$ cat src/rtl/kv_serial_pq_ctrl_if.sv
`default_nettype none
// ============================================================================
//  pq_pkg / kv_serial_pq_ctrl_if
//  pq_pkg         : key/value entry type shared by the quickq datapath.
//  kv_serial_pq_ctrl_if : producer/consumer bundle of the priority queue.
//    enq_valid/enq_ready/enq_data : insert handshake (producer -> queue)
//    deq_valid/deq_ready/deq_data : head handshake  (queue -> consumer)
//    count/full/empty/busy        : occupancy and insert-in-progress status
//  modport master : producer/consumer side;  modport slave : queue side.
//  Revision: 1.0  initial release
// ============================================================================
package pq_pkg;
  localparam int KEY_W = 8;
  localparam int VAL_W = 8;

  typedef struct packed {
    logic [KEY_W-1:0] key;
    logic [VAL_W-1:0] value;
  } kv_t;
endpackage

interface kv_serial_pq_ctrl_if #(
  parameter int DEPTH = 8,
  parameter int CW    = $clog2(DEPTH + 1)
);
  import pq_pkg::*;

  logic          enq_valid;
  logic          enq_ready;
  kv_t           enq_data;
  logic          deq_valid;
  logic          deq_ready;
  kv_t           deq_data;
  logic [CW-1:0] count;
  logic          full;
  logic          empty;
  logic          busy;

  modport master (
    output enq_valid, enq_data, deq_ready,
    input  enq_ready, deq_valid, deq_data, count, full, empty, busy
  );

  modport slave (
    input  enq_valid, enq_data, deq_ready,
    output enq_ready, deq_valid, deq_data, count, full, empty, busy
  );
endinterface
`default_nettype wire

$ cat src/rtl/kv_serial_pq_ctrl.sv
`default_nettype none
// ============================================================================
//  kv_cmp_mag / kv_serial_pq_ctrl
//  kv_cmp_mag        : strict key magnitude compare, o_a_gt_b = a.key > b.key.
//  kv_serial_pq_ctrl : sorted register-array priority queue (largest key at
//                      the head) using one time-shared comparator to perform a
//                      serial insertion sort, one compare per cycle.
//  Ports:
//    clk  : clock, rising edge
//    rst  : synchronous active-high reset
//    bus  : kv_serial_pq_ctrl_if.slave (enq/deq handshakes, count, full,
//           empty, busy)
//  Revision: 1.0  initial release
// ============================================================================
module kv_cmp_mag
  import pq_pkg::*;
(
  input  kv_t  i_a,
  input  kv_t  i_b,
  output logic o_a_gt_b
);
  assign o_a_gt_b = (i_a.key > i_b.key);
endmodule

module kv_serial_pq_ctrl #(
  parameter int DEPTH = 8,
  parameter int CW    = $clog2(DEPTH + 1)
) (
  input  wire logic             clk,
  input  wire logic             rst,
  kv_serial_pq_ctrl_if.slave    bus
);
  import pq_pkg::*;

  localparam int            IW          = $clog2(DEPTH);
  localparam logic [CW-1:0] c_DEPTH_CNT = CW'(DEPTH);
  localparam logic [CW-1:0] c_CNT_ONE   = CW'(1);
  localparam logic [IW-1:0] c_IDX_ONE   = IW'(1);

  typedef enum logic [0:0] {
    S_IDLE   = 1'b0,
    S_INSERT = 1'b1
  } state_t;

  state_t        r_state;
  kv_t           r_ent [DEPTH];
  kv_t           r_pend;
  logic [IW-1:0] r_idx;
  logic [CW-1:0] r_cnt;

  logic          w_full;
  logic          w_empty;
  logic          w_idle;
  logic          w_enq_fire;
  logic          w_deq_fire;
  logic [CW-1:0] w_n;
  logic [IW-1:0] w_idx_m1;
  kv_t           w_cmp_b;
  logic          w_a_gt_b;

  assign w_full     = (r_cnt == c_DEPTH_CNT);
  assign w_empty    = (r_cnt == '0);
  assign w_idle     = (r_state == S_IDLE);
  assign w_enq_fire = bus.enq_valid && w_idle && !w_full;
  assign w_deq_fire = bus.deq_ready && w_idle && !w_empty;

  // Occupancy seen by the incoming item once a same-cycle dequeue has shifted.
  assign w_n        = w_deq_fire ? (r_cnt - c_CNT_ONE) : r_cnt;

  assign w_idx_m1   = r_idx - c_IDX_ONE;
  assign w_cmp_b    = r_ent[w_idx_m1];

  // The single comparator; its operands are only meaningful in S_INSERT.
  kv_cmp_mag u_cmp (
    .i_a      (r_pend),
    .i_b      (w_cmp_b),
    .o_a_gt_b (w_a_gt_b)
  );

  assign bus.enq_ready = w_idle && !w_full;
  assign bus.deq_valid = w_idle && !w_empty;
  assign bus.deq_data  = r_ent[0];
  assign bus.count     = r_cnt;
  assign bus.full      = w_full;
  assign bus.empty     = w_empty;
  assign bus.busy      = (r_state == S_INSERT);

  always_ff @(posedge clk) begin
    if (rst) begin
      for (int i = 0; i < DEPTH; i++) r_ent[i] <= '0;
      r_pend  <= '0;
      r_idx   <= '0;
      r_cnt   <= '0;
      r_state <= S_IDLE;
    end else begin
      case (r_state)
        S_IDLE: begin
          if (w_deq_fire) begin
            for (int i = 0; i < DEPTH - 1; i++) r_ent[i] <= r_ent[i+1];
            r_ent[DEPTH-1] <= '0;
            r_cnt          <= r_cnt - c_CNT_ONE;
          end
          if (w_enq_fire) begin
            if (w_n == '0) begin
              // Nothing to compare against: the item becomes the head
              // (overrides the shift-in written above).
              r_ent[0] <= bus.enq_data;
              r_cnt    <= c_CNT_ONE;
            end else begin
              // Start at the first free slot and bubble toward the head.
              r_pend  <= bus.enq_data;
              r_idx   <= w_n[IW-1:0];
              r_state <= S_INSERT;
            end
          end
        end

        S_INSERT: begin
          if (w_a_gt_b) begin
            r_ent[r_idx] <= r_ent[w_idx_m1];
            if (r_idx == c_IDX_ONE) begin
              r_ent[0] <= r_pend;
              r_cnt    <= r_cnt + c_CNT_ONE;
              r_state  <= S_IDLE;
            end else begin
              r_idx <= w_idx_m1;
            end
          end else begin
            // Equal keys stop the walk, so equals keep arrival order.
            r_ent[r_idx] <= r_pend;
            r_cnt        <= r_cnt + c_CNT_ONE;
            r_state      <= S_IDLE;
          end
        end

        default: r_state <= S_IDLE;
      endcase
    end
  end
endmodule
`default_nettype wire

$ cat src/flat_wrapper.sv
// flat-port wrapper written by rule: the top's interface ports become plain ports
module kv_serial_pq_ctrl_flat import pq_pkg::*;
#(
  parameter int DEPTH = 8,
  parameter int CW    = $clog2(DEPTH + 1)
)
  (clk, rst, bus_enq_valid, bus_enq_data, bus_deq_ready, bus_enq_ready, bus_deq_valid, bus_deq_data, bus_count, bus_full, bus_empty, bus_busy);
  kv_serial_pq_ctrl_if #(.DEPTH(DEPTH), .CW(CW)) bus_i ();
  input  wire logic clk;
  input  wire logic rst;
  input wire logic [$bits(bus_i.enq_valid)-1:0] bus_enq_valid;
  input wire logic [$bits(bus_i.enq_data)-1:0] bus_enq_data;
  input wire logic [$bits(bus_i.deq_ready)-1:0] bus_deq_ready;
  output wire logic [$bits(bus_i.enq_ready)-1:0] bus_enq_ready;
  output wire logic [$bits(bus_i.deq_valid)-1:0] bus_deq_valid;
  output wire logic [$bits(bus_i.deq_data)-1:0] bus_deq_data;
  output wire logic [$bits(bus_i.count)-1:0] bus_count;
  output wire logic [$bits(bus_i.full)-1:0] bus_full;
  output wire logic [$bits(bus_i.empty)-1:0] bus_empty;
  output wire logic [$bits(bus_i.busy)-1:0] bus_busy;
  assign bus_i.enq_valid = bus_enq_valid;
  assign bus_i.enq_data = bus_enq_data;
  assign bus_i.deq_ready = bus_deq_ready;
  assign bus_enq_ready = bus_i.enq_ready;
  assign bus_deq_valid = bus_i.deq_valid;
  assign bus_deq_data = bus_i.deq_data;
  assign bus_count = bus_i.count;
  assign bus_full = bus_i.full;
  assign bus_empty = bus_i.empty;
  assign bus_busy = bus_i.busy;
  kv_serial_pq_ctrl #(.DEPTH(DEPTH), .CW(CW)) u_core (.clk(clk), .rst(rst), .bus(bus_i));
endmodule
$ cat config.mk
export PLATFORM = sky130hd
export DESIGN_NAME = kv_serial_pq_ctrl_flat
export DESIGN_NICKNAME = d
export VERILOG_FILES = /design/src/rtl/kv_serial_pq_ctrl_if.sv /design/src/rtl/kv_serial_pq_ctrl.sv /design/src/flat_wrapper.sv
export SDC_FILE = /design/constraint.sdc
export NUM_CORES = 1
export LEC_CHECK = 0
export BUFFER_PORTS_ARGS = -buffer_cell sky130_fd_sc_hd__buf_2
export CORE_UTILIZATION = 50
export DETAILED_ROUTE_END_ITERATION = 16
export PLACE_DENSITY_LB_ADDON = 0.3
export SYNTH_ARGS = -nofsm -noshare
export SYNTH_HDL_FRONTEND = slang
export SYNTH_HIERARCHICAL = 1
export SYNTH_SLANG_ARGS = --single-unit
$ cat constraint.sdc
create_clock -name clk -period 10.4 [get_ports clk]
set_clock_uncertainty 0.1 [all_clocks]
set_input_delay 0.52 -clock clk [delete_from_list [all_inputs] [get_ports clk]]
set_output_delay 0.52 -clock clk [all_outputs]
set_load 0.005 [all_outputs]
# --- Word-level counts from Yosys, hierarchy flattened ---
# Memories as Yosys holds them, arrays and structs flattened.
# Cells that the tools add are included.
op_classes:
  n_eq_ne: 7
  n_mux: 54
  n_bitwise: 13
  reduce_logical: 13
  n_addsub: 3
  order_cmp: 1
ops:
  columns: ["op", "n"]
  rows:
  - ["$mux 16", 12]
  - ["$mux 1", 29]
  - ["$mux 4", 5]
  - ["$reduce_or 16->1", 1]
  - ["$mux 3", 5]
  - ["$or 1x1->1", 11]
  - ["$gt 8x8->1", 1]
  - ["$logic_not 4->1", 2]
  - ["$ne 2x2->1 const B", 4]
  - ["$pmux 4 s2", 1]
  - ["$logic_and 1x1->1", 6]
  - ["$pmux 3 s2", 1]
  - ["$add 4x1->4 const B", 1]
  - ["$eq 4x4->1 const B", 1]
  - ["$reduce_and 4->1", 1]
  - ["$sub 4x1->4 const B", 1]
  - ["$eq 3x1->1 const B", 1]
  - ["$ne 3x3->1 const B", 1]
  - ["$reduce_and 3->1", 1]
  - ["$sub 3x1->3 const B", 1]
  - ["$logic_not 1->1", 2]
  - ["$not 1->1", 2]
  - ["$pmux 1 s2", 1]
word_totals:
  input_bits: 20
  regBits: 24
  output_inout_bits: 25
  memories: 1
  ram_bits: 128
  wordCells: 97
memory_table:
  columns: ["memory", "words", "word_bits", "rd", "rd_ports_with_merged_regs", "wr", "line", "text"]
  rows:
  - ["u_core.r_ent", 8, 16, 9, 0, 8, "kv_serial_pq_ctrl.sv:46", "kv_t r_ent [DEPTH];"]

# --- Longest topological paths before layout ---
logic_depth:
  depth_word: 12
  ltp_mapped: 20
  ltp_nobuf: 15

# --- Cells and area by module ---
# Netlist, hierarchy kept.
modules_own_cells:
  columns: ["module", "instances", "area_per_inst_um2", "cells_per_inst", "seq_area_each_um2"]
  rows:
  - ["kv_serial_pq_ctrl", 1, 7965.1, 641, 4324.1]
  - ["kv_cmp_mag", 1, 216.5, 27, 0.0]

# --- Worst setup path before layout ---
# OpenSTA, ideal clock, no wires.
synth_path:
  path_type: "reg2reg"
  startpoint: "register u_core.r_idx[0]"
  endpoint: "memory u_core/r_ent[0][15] (netlist name), data pin"
  required_time_ns: 10.033
  slack_ns: 6.188
  path_stages_with_launch: 19
  path_buffers: 6
  period_less_slack_ns: 4.212
  setup_ns: 0.267
  arrival_time_ns: 3.845
  cell_sequence: "dfxtp_1 buf_6 buf_8 inv_1 ha_1 buf_2 clkbuf_1 mux4_2 mux2_2 ha_1 nor2b_4 o211ai_2 a21oi_2 o22a_1 nand2b_1 buf_4 buf_6 mux2i_4 o21ai_2"
synth_lines:
  columns: ["element", "line", "text"]
  rows:
  - ["from (decl)", "kv_serial_pq_ctrl.sv:48", "logic [IW-1:0] r_idx;"]
  - ["from (signal assigned)", "kv_serial_pq_ctrl.sv:112", "r_idx <= w_n[IW-1:0];"]
  - ["from (signal assigned)", "kv_serial_pq_ctrl.sv:126", "r_idx <= w_idx_m1;"]
  - ["to (decl)", "kv_serial_pq_ctrl.sv:46", null]

==> out/results.tsv <==
stage	metric	value	unit
yosys	ys_types	62	
clock_tree	clock_latency	0.43	ns
yosys	avgSynthCellArea	12.2	um2
clock_tree	cts_root_buffer	clkbuf_16	
clock_tree	postCtsHoldBufs	0	
pwr	peakVddDrop	0.000207	V
global_route	grt_use_total	26.8	%
clock_tree	cts_buffers	17	
die	die-width	130	um
pwr	power.share.switching	39.2	%
routing	first_iter_violations	851	
routing	via_per_inst	6.44	
run	maxCapViolCount	0	
final_layout	nFillCells	1319	
setup_path	crit_fanout	38	
setup_path	cp-end-kind	register	
routing	antenna_left	0	
yosys	synthCells	668	
setup_path	cp-start-kind	register	
final_layout	layout_common_cells	edfxtp_1, o21ai_1, nand2_1	
sta	finalCriticalPeriod	5.54	ns
hold_path	min_path_type	primary input to register	
routing	first_pass_iters	6	
clock_tree	cts-resized-gates	0	
sta	setup_ws	4.86	ns
final_layout	diodes	0	
final_layout	final_common_cell	edfxtp_1	
clock_tree	h-tree-depth	4	
global_route	grt_pass1_vias	5702	
clock_tree	cts.sink_count	152	
sta	worst_slew_pin_slew	1.26	ns
routing	wl_per_cell	23.3	um
placement	place.gp.congestion	0.792	
placement	place_ws	4.84	ns
die	core	15900	um2
clock_tree	post-cts-setup-buffers	0	
run_status	run_status	completed	
final_layout	fin_nets	726	
pwr	pwr-share-clk	21.2	%
die	row_count	46	
sta	setup_viol_count_final	0	
sta	hold_viol_final	0	
routing	routed_wl	21500	um
global_route	grt_pass1_wl	32900	um
pwr	p_int	0.00189	W
sta	drv_slew	0	
yosys	synth_edf_count	128	
pwr	net-switching-power	0.00122	W
sta	rsz0062_at_grt	no	
setup_path	cp.arrival	5.58	ns
sta	slew_headroom	16.0	%
yosys	seq_area_frac_synth	52.9	%
sta	fin_crit_sh	53.3	%
setup_path	worstSetupPathType	register to register	
placement	numPortBuffers	44	
setup_path	critPathRequiredTime	10.44	ns
pwr	p_seq_share	33.2	%
routing	drc	0	
yosys	synthFlopType	edfxtp_1	
clock_tree	cts_tree	yes	
global_route	antenna_found_initial	0	
yosys	ys_warn_count	6	
die	start_util	51.3	%
sta	fmaxAchievable	181	MHz
yosys	async_reset_ff_share	0	%
global_route	gr-total-overflow	0	
final_layout	area_growth	11.7	%
clock_tree	cts.reportedPaths.clkPinSlew	0.06	ns
die	die_height	130	um
die	die-area	16900	um2
clock_tree	cts_buffer_depth	2	
pwr	p_leak	3.21	nW
die	ios	45	
yosys	netlist_area	8180	um2
pwr	p_comb_share	45.6	%
final_layout	drive_gt1_share	24.0	%
global_route	grt_start_max_net_pins	81	
routing	num_vias	5943	
yosys	ys_ff_latch	152	
yosys	synth.net_count	700	
placement	hpwlAfterDp	12900	um
sta	fin_tns_setup	0	ns
pwr	power_density	340	nW/um2
==> layer usage <==
layer	global-route usage, %	routed length, um	up-vias
met4	9.99	472	0
li1	-	-	2594
met2	44.5	10600	347
met5	0	0	-
met1	35.3	8590	2960
met3	4.72	1800	42
==> cell families after synthesis <==
group | Yosys count | synth area share, %
adders and majority gates | 12 | 1.84
xor gates and xnor gates | 4 | 0.520
muxes | 80 | 17.6
and+or+nand+nor | 197 | 11.3
buffers and inverters | 62 | 3.70
DFF | 152 | 52.9
AOI/OAI and AO/OA | 161 | 12.2
==> final cells by class <==
type	count	area [um2]	share of cell area [%]
Tap cell	216	270	2.96
Timing Repair Buffer	53	288	3.15
Inverter	16	62.6	0.685
Clock inverter	14	196	2.15
Clock buffer	18	439	4.81
Multi-Input combinational cell	454	3560	38.9
Sequential cell	152	4330	47.3
==> worst paths after layout <==
path | startpoint | to | slack (ns) | cells past startpoint
hold / removal | bus_enq_data[12] | u_core/r_pend[12] | 0.25 | 3
setup reg to reg | u_core/r_idx[0] | u_core/r_ent[4][11] | 4.86 | 14
setup / recovery | u_core/r_idx[0] | u_core/r_ent[4][11] | 4.86 | 14
hold reg to reg | u_core/r_ent[2][8] | u_core/r_ent[1][8] | 0.45 | 2
==> cell usage after synthesis (2+ instances only) <==
cell / number / share of area [%]
a21oi_1: 10 / 0.61
ha_1: 12 / 1.8
o21ai_0: 6 / 0.37
buf_4: 2 / 0.18
nor2_1: 45 / 2.1
nand4_2: 2 / 0.31
nor3_1: 3 / 0.18
inv_1: 15 / 0.69
nand3b_1: 16 / 1.5
buf_6: 5 / 0.69
nor2b_1: 4 / 0.31
mux4_1: 3 / 0.96
mux2_2: 15 / 2.1
mux2i_1: 16 / 2.0
o21ai_2: 7 / 0.75
mux2i_4: 16 / 4.4
o22ai_1: 2 / 0.15
dfxtp_1: 24 / 5.9
nand4_1: 4 / 0.31
xnor2_1: 3 / 0.32
mux4_2: 29 / 8.0
a222oi_1: 15 / 1.8
clkbuf_1: 29 / 1.3
nand2_1: 99 / 4.5
buf_2: 9 / 0.55
nand3_1: 6 / 0.37
nand2b_1: 5 / 0.38
edfxtp_1: 128 / 47
o21ai_1: 104 / 6.4
and3_1: 2 / 0.15
==> worst max-delay path, cell delays in order, from the launching register on <==
cell and delay [ns]:
dfxtp_2 0.31, buf_4 0.56, inv_1 0.20, ha_1 0.30, xor2_2 0.89, mux2_2 0.37
inv_1 0.05, ha_1 0.30, nor2b_4 0.14, o211ai_2 0.08, a21oi_2 0.13, o22a_1 0.17
nand2b_2 0.93, mux2i_4 0.52, o21ai_1 0.13
==> per-stage QoR <==
step	total power [W]	area [um2]	utilization, %	hold WS [ns]	cells
finish	0.00311	9140	57.3	0.245	923
global route	0.00326	9140	57.3	0.240	923
CTS	0.00310	9140	57.3	0.230	923
detailed placement	0.00244	8500	53.3	0.439	891
global placement	0.00240	8500	53.3	0.426	891
floorplan	0.00208	8180	-	0.416	668
==> power by group through the flow <==
stage	Clock (W)	Combinational, W	Sequential (W)
6_report	0.000660	0.00142	0.00103
5_1_grt	0.000690	0.00152	0.00105
4_1_cts	0.000668	0.00141	0.00103
3_5_place_dp	0	0.00140	0.00103
3_3_place_gp	0	0.00137	0.00103
2_1_floorplan	0	0.00110	0.000982
==> sequential cells by signal (all words and copies together) (netlist names) <==
signal,cells
u_core/bus.busy,1
u_core/r_pend,16
u_core/r_ent,128
u_core/bus.count,4
u_core/r_idx,3
No activity file was read; power rests on OpenSTA's default activity.
